==> src/rtl/mic_mem_pkg.sv <==
// mic_mem_pkg -- shared definitions for the MIC memory port.
//   state_t      : port FSM state (IDLE, WAIT)
//   DEF_ADDR_W   : default MAR / memory address width
//   DEF_DATA_W   : default MDR / memory data width
//   DEF_SHIFT    : default word-to-byte address shift
//   DEF_TIMEOUT  : default wait-state limit for the optional watchdog
package mic_mem_pkg;

  typedef enum logic {
    IDLE = 1'b0,
    WAIT = 1'b1
  } state_t;

  localparam int DEF_ADDR_W  = 32;
  localparam int DEF_DATA_W  = 32;
  localparam int DEF_SHIFT   = 2;
  localparam int DEF_TIMEOUT = 255;

endpackage

==> src/rtl/mic_mem_watchdog.sv <==
// mic_mem_watchdog -- wait-state counter for the memory port.
// Counts cycles while run is high and raises expire during the LIMIT-th
// cycle, so the owner leaves WAIT on that edge. The count clears whenever
// run is low, so every new transaction starts from zero.
// Ports:
//   clk, reset : clock, asynchronous active-high reset
//   run        : owner is waiting on memory
//   expire     : LIMIT cycles have elapsed in the current wait
module mic_mem_watchdog #(
  parameter int LIMIT = 255
) (
  input  logic clk,
  input  logic reset,
  input  logic run,
  output logic expire
);

  localparam int CW = (LIMIT < 2) ? 1 : $clog2(LIMIT);

  logic [CW-1:0] cnt_reg;

  // cnt_reg holds the number of completed wait cycles minus one edge,
  // so hitting LIMIT-1 means this is the LIMIT-th cycle of the wait.
  assign expire = run && (cnt_reg == CW'(LIMIT - 1));

  always_ff @(posedge clk or posedge reset) begin
    if (reset) begin
      cnt_reg <= '0;
    end else if (!run) begin
      cnt_reg <= '0;
    end else if (!expire) begin
      cnt_reg <= cnt_reg + 1'b1;
    end
  end

endmodule

==> src/rtl/mic_mem_port.sv <==
// mic_mem_port -- combined MAR/MDR unit with a main-memory request port.
// Loads MAR/MDR from the C bus, converts the word address in MAR to a byte
// address, runs one read or write at a time against memory with any number
// of wait states, and holds busy high so the microsequencer stalls.
// Optional feature macro: MIC_MEM_TIMEOUT_EN (adds the wait-state watchdog
// and the sticky err flag; without it err is constant 0).
// Ports:
//   clk, reset          : clock, asynchronous active-high reset
//   enaMar, enaMdr      : load MAR / MDR from inputC
//   inputC              : C-bus value
//   rd, wr              : start a read / write (both -> write)
//   marOut, mdrOut      : current MAR, current MDR (B bus)
//   busy                : transaction outstanding
//   mem_req, mem_we     : memory request and direction
//   mem_addr, mem_wdata : latched byte address and write data
//   mem_ack, mem_rdata  : memory completion and read data
//   err                 : sticky timeout flag
module mic_mem_port
  import mic_mem_pkg::*;
#(
  parameter int ADDR_W     = DEF_ADDR_W,
  parameter int DATA_W     = DEF_DATA_W,
  parameter int WORD_SHIFT = DEF_SHIFT,
  parameter int TIMEOUT    = DEF_TIMEOUT
) (
  input  logic              clk,
  input  logic              reset,
  input  logic              enaMar,
  input  logic              enaMdr,
  input  logic [DATA_W-1:0] inputC,
  input  logic              rd,
  input  logic              wr,
  output logic [ADDR_W-1:0] marOut,
  output logic [DATA_W-1:0] mdrOut,
  output logic              busy,
  output logic              mem_req,
  output logic              mem_we,
  output logic [ADDR_W-1:0] mem_addr,
  output logic [DATA_W-1:0] mem_wdata,
  input  logic              mem_ack,
  input  logic [DATA_W-1:0] mem_rdata,
  output logic              err
);

  state_t            state_reg;
  logic [ADDR_W-1:0] mar_reg;
  logic [DATA_W-1:0] mdr_reg;
  logic [ADDR_W-1:0] addr_reg;
  logic [DATA_W-1:0] wdata_reg;
  logic              we_reg;
  logic              err_reg;

  logic [ADDR_W-1:0] c_addr;
  logic [ADDR_W-1:0] start_addr;
  logic              start;
  logic              wd_expire;

  // C bus to address width: plain truncation or zero extension, never sign
  // extension, since MAR is an unsigned word address.
  generate
    if (ADDR_W <= DATA_W) begin : g_addr_trunc
      assign c_addr = inputC[ADDR_W-1:0];
    end else begin : g_addr_zext
      assign c_addr = {{(ADDR_W - DATA_W){1'b0}}, inputC};
    end
  endgenerate

  // A same-cycle MAR load is forwarded straight into the request.
  assign start_addr = enaMar ? c_addr : mar_reg;
  assign start      = rd | wr;

`ifdef MIC_MEM_TIMEOUT_EN
  mic_mem_watchdog #(
    .LIMIT (TIMEOUT)
  ) u_watchdog (
    .clk    (clk),
    .reset  (reset),
    .run    (state_reg == WAIT),
    .expire (wd_expire)
  );
`else
  assign wd_expire = 1'b0;
  // TIMEOUT only matters when the watchdog is built in.
  if (TIMEOUT < 1) begin : g_timeout_unused
  end
`endif

  always_ff @(posedge clk or posedge reset) begin
    if (reset) begin
      state_reg <= IDLE;
      mar_reg   <= '0;
      mdr_reg   <= '0;
      addr_reg  <= '0;
      wdata_reg <= '0;
      we_reg    <= 1'b0;
      err_reg   <= 1'b0;
    end else begin
      // MAR is free to change at any time; the in-flight address is latched.
      if (enaMar) begin
        mar_reg <= c_addr;
      end
      case (state_reg)
        IDLE: begin
          if (enaMdr) begin
            mdr_reg <= inputC;
          end
          if (start) begin
            state_reg <= WAIT;
            addr_reg  <= start_addr << WORD_SHIFT;
            we_reg    <= wr;
            if (wr) begin
              wdata_reg <= enaMdr ? inputC : mdr_reg;
            end
          end
        end
        WAIT: begin
          // During a read MDR is reserved for the returning data.
          if (enaMdr && we_reg) begin
            mdr_reg <= inputC;
          end
          if (mem_ack) begin
            if (!we_reg) begin
              mdr_reg <= mem_rdata;
            end
            state_reg <= IDLE;
          end else if (wd_expire) begin
            state_reg <= IDLE;
            err_reg   <= 1'b1;
          end
        end
        default: state_reg <= IDLE;
      endcase
    end
  end

  assign marOut    = mar_reg;
  assign mdrOut    = mdr_reg;
  assign busy      = (state_reg == WAIT);
  assign mem_req   = (state_reg == WAIT);
  assign mem_we    = we_reg;
  assign mem_addr  = addr_reg;
  assign mem_wdata = wdata_reg;
  assign err       = err_reg;

endmodule

==> config.mk <==
export PLATFORM = sky130hd
export DESIGN_NAME = mic_mem_port
export DESIGN_NICKNAME = d
export VERILOG_FILES = /design/src/rtl/mic_mem_pkg.sv /design/src/rtl/mic_mem_watchdog.sv /design/src/rtl/mic_mem_port.sv
export SDC_FILE = /design/constraint.sdc
export NUM_CORES = 1
export LEC_CHECK = 0
export BUFFER_PORTS_ARGS = -buffer_cell sky130_fd_sc_hd__buf_2
export CAP_MARGIN = 20
export CORE_MARGIN = 1.5
export CORE_UTILIZATION = 51
export CTS_BUF_LIST = sky130_fd_sc_hd__clkbuf_8
export DETAILED_ROUTE_END_ITERATION = 7
export MAX_ROUTING_LAYER = met4
export PLACE_DENSITY = 0.79
export RECOVER_POWER = 25
export SLEW_MARGIN = 20
export SYNTH_ARGS = -nofsm -noshare
export SYNTH_HDL_FRONTEND = slang
export SYNTH_SLANG_ARGS = --single-unit
==> constraint.sdc <==
create_clock -name clk -period 5 [get_ports clk]
set_input_delay 1 -clock clk [delete_from_list [all_inputs] [get_ports clk]]
set_output_delay 1 -clock clk [all_outputs]
set_load 0.01 [all_outputs]
* Yosys cells after proc, flatten, opt, wreduce, memory -nomap -nowiden
Index checks and enable logic that the tools add are counted.
** Cells by class
- Mux-type cells :: 9
- Bitwise operators :: 2
- Reductions and logical operators :: 3
** Operators with widths (number)
- 32-bit 2-to-1 mux :: 4
- 32-bit one-hot mux with 2 select lines :: 1
- 30-bit 2-to-1 mux :: 1
- 3-bit AND reduction :: 1
- 1-bit 2-to-1 mux :: 2
- 1-bit one-hot mux with 2 select lines :: 1
- 2-bit AND reduction :: 1
- 1-bit logical AND :: 1
- 1-bit NOT :: 1
- 1-bit OR :: 1
** Storage, ports and cells
- Bits in registers :: 128
- Input bits :: 71
- Output and inout bits :: 132
- Logic and storage cells :: 21

* Logic depth before layout (Yosys ltp)
- Depth in word-level cells :: 5
- Mapped depth :: 5
- Mapped depth without buffers :: 3

* Worst setup path before layout
OpenSTA, ideal clock, no wires.
- Path type :: input to register
- From :: input enaMar
- To :: register addr_reg[10] (netlist: mem_addr[10])
- Library setup time :: 0.125 ns
- Arrival time :: 1.871 ns
- Data required time :: 4.875 ns
- Path slack :: 3.004 ns
- Cell stages on the path :: 4
- Buffers on the path :: 2
- Path through :: buf_2 -> buf_6 -> mux2_2 -> mux2_2
** Between the ends
- Cells in the longest elaborated chain, start to end :: 1
** RTL lines
- from (decl) :: RTL line mic_mem_port.sv:28 : input logic enaMar,
- 30-bit 2-to-1 mux
- net start_addr[8] :: RTL line mic_mem_port.sv:54 : logic [ADDR_W-1:0] start_addr;
- to (signal assigned) :: RTL line mic_mem_port.sv:109 : addr_reg <= start_addr << WORD_SHIFT;
- to (decl) :: RTL line mic_mem_port.sv:48 : logic [ADDR_W-1:0] addr_reg;
The timed path passes the listed nets, and every way through them passes these cells.
A chain may end at the register's enable or synchronous reset.

* Worst setup path after layout
- From :: input rd
- To :: register addr_reg[27] (netlist: mem_addr[27])
** Between the ends
- Cells in the longest elaborated chain, start to end :: 2
** RTL lines
- from (decl) :: RTL line mic_mem_port.sv:31 : input logic rd,
- 1-bit OR :: RTL line mic_mem_port.sv:70 : assign start = rd | wr;
- 2-bit AND reduction (no source line)
No other way between the ends.

==> flow_metrics.tcl <==
set metrics [dict create \
    status "complete, but fails checks" \
    violations "capacitance limit, slew limit" \
    clk_pin_slew_worst_paths_ns 0.08 \
    syn_area_per_cell_um2 13.61 \
    ant_nets 0 \
    tightestPinTransition_ns 2.160 \
    num_antenna_cells 0 \
    p_leak_nw 3.335 \
    place_congestion 0.8719 \
    worstSetupStartpointType "input pin" \
    finalClockSkew_ns 0.005840 \
    drive_above_1_share_pct 50.42 \
    fillers 793 \
    clk_latency_ns 0.42 \
    finalHoldViolations 0 \
    globalRouteMet2Util_pct 41.70 \
    pre_cts_ws_ns 2.249 \
    power.total_mw 3.820 \
    num_io_pins 203 \
    routed_wl_mm 13.43 \
    dieArea_um2 11220 \
    power.density_nw_per_um2 551.2 \
    slew_viol_final 142 \
    cts_buffer_depth 2 \
    synth.most_common_cell "dfrtp_1" \
    io_buffers 199 \
    drc_errors 0 \
    hold_path.class "reg -> reg" \
    synthTopCellsByArea "dfrtp_1 59%, mux2_2 11%, o221a_1 6.3%, mux2i_1 5.9%, nand3b_1 4.6%" \
    rsz0062_at_grt "false" \
    dp_hpwl_mm 9.146 \
    cts.sinks 128 \
    syn2layout_area_growth_pct 28.25 \
    ys_ff_latch 128 \
    yosysSeqAreaShare_pct 59.29 \
    postLayoutSetupSlackWorst_ns 2.160 \
    finalCritPeriodShare_pct 56.80 \
    core.rowCount 37 \
    regArea_um2 3203 \
    dpl.cell_count 704 \
    timing.setup.tns_ns 0 \
    cp.required_ns 5.30 \
    critical_path_class "in -> reg" \
    busiest_layer "met2" \
    synthesis.area_um2 5403 \
    grt_pass1_wl_mm 21.35 \
    fin_hold_ws_ns 0.4802 \
    final_cells 737 \
    yosys_warnings 0 \
    end_kind "register" \
    dieWidth_um 105.9 \
    vias 4052 \
    postCtsSetupRepairBufs 0 \
    synth_cell_types 18 \
    die_h_um 105.9 \
    synth_top_cells_by_count "128 x dfrtp_1, 54 x mux2_2, 34 x o21ai_0" \
    crit_fanout 23 \
    post_cts_resized 0 \
    final_area_um2 6929 \
    first_pass_iters 5 \
    cts_tree "yes" \
    cts-root-buf "clkbuf_8" \
    fin_crit_ns 2.840 \
    hold_buffers 0 \
    slew_headroom_pct -44.00 \
    yosys_most_used_dff "dfrtp_1" \
    irDropWorstVdd_uv 255.9 \
    multiInputGateArea_um2 1989 \
    htree_levels 4 \
    initial_utilization_pct 52.33 \
    fin_nets 659 \
    gr-usage-met3_pct 4.476 \
    synth_edf_count 0 \
    met1_usage_pct 31.66 \
    async_reset_ff_share_pct 100.0 \
    dr.first_iter.drc_count 174 \
    syn_inst 397 \
    setup_viol 0 \
    post_drt_via_cell_ratio 5.498 \
    yosys.area.top_type "dfrtp_1" \
    grt_max_degree 67 \
    maxCapViolations 3 \
    synth_top_area_share_pct 59.29 \
    overflow 0 \
    antenna_found_initial 0 \
    fmax_mhz 352.1 \
    arrival_ns 3.14 \
    grt_pass1_vias 4218 \
    core-area_um2 10320 \
    utilization_pct 67.12 \
    cts_inserted_buffers 17 \
    gr-usage-all-layers_pct 25.36 \
    wire_per_inst_um 18.22 \
    dpl-instance-area_um2 6424 \
]
[kinds of logic (layout without fill, tap and decap cells)]
logic type / count (synthesis) / after routing / share of synthesized area (%)
AO/OA/AOI/OAI: 68 / 68 / 10.10
buffers and inverters: 38 / 240 / 4.029
flip-flops: 128 / 128 / 59.29
multiplexers: 94 / 94 / 19.41
other: 1 / 3 / 0.06941
AND/OR/NAND/NOR: 68 / 68 / 7.110
[registers in the layout, indices dropped and copies added, names as in the netlist]
signal and cells:
marOut 32, mdrOut 32, mem_we 1, mem_addr 30, busy 1, mem_wdata 32
[report_power, final]
| group | leakage (nW) | internal, mW | switching, mW |
|---|---|---|---|
| combinational | 1.60 | 0.536 | 0.619 |
| sequential | 1.50 | 1.37 | 0.212 |
| clock | 0.238 | 0.672 | 0.407 |
[critical path, stage by stage]
cell and delay, ns:
buf_2 0.11, o21ai_0 1.38, buf_16 0.27, mux2_2 0.35
[final timing paths]
path	startpoint	to	slack (ns)	cells after the start
worst max-delay path	rd	mem_addr[27]$_DFFE_PP0P_	2.16	4
worst min-delay path	mem_wdata[7]$_DFFE_PP0P_	mem_wdata[7]$_DFFE_PP0P_	0.48	2
min in group asynchronous	reset	marOut[21]$_DFF_PP0_	0.58	2
worst min register to register	mem_wdata[7]$_DFFE_PP0P_	mem_wdata[7]$_DFFE_PP0P_	0.48	2
worst max register to register	busy$_DFF_PP0_	mem_wdata[23]$_DFFE_PP0P_	2.28	2
max in group asynchronous	reset	mem_wdata[10]$_DFFE_PP0P_	2.52	3
[layer usage]
metal  routed length, um  vias up
li1                    -     1826
met1                5663     2042
met2                6798      161
met3                 708       23
met4                 256        0
met5                   0        -
[layout make-up]
cell class | instances | area share, %
flip-flops and latches | 128 | 46.23
multi-input cells | 233 | 28.71
repair buffers | 205 | 15.28
clock buffers | 19 | 3.774
clock inverters | 13 | 3.377
well taps | 136 | 2.456
inverters | 3 | 0.1806
[cell usage in the layout, fill, tap and decap left out, drive strengths merged]
cell type,netlist,final
a21bo,1,1
buf,20,204
bufinv,0,6
clkbuf,15,20
clkinv,0,4
clkinvlp,0,4
conb,1,3
dfrtp,128,128
inv,3,2
mux2,62,62
mux2i,32,32
nand2,33,33
nand2b,2,2
nand3b,33,33
o21ai,35,35
o221a,32,32
(Power assumes the default switching activity.)
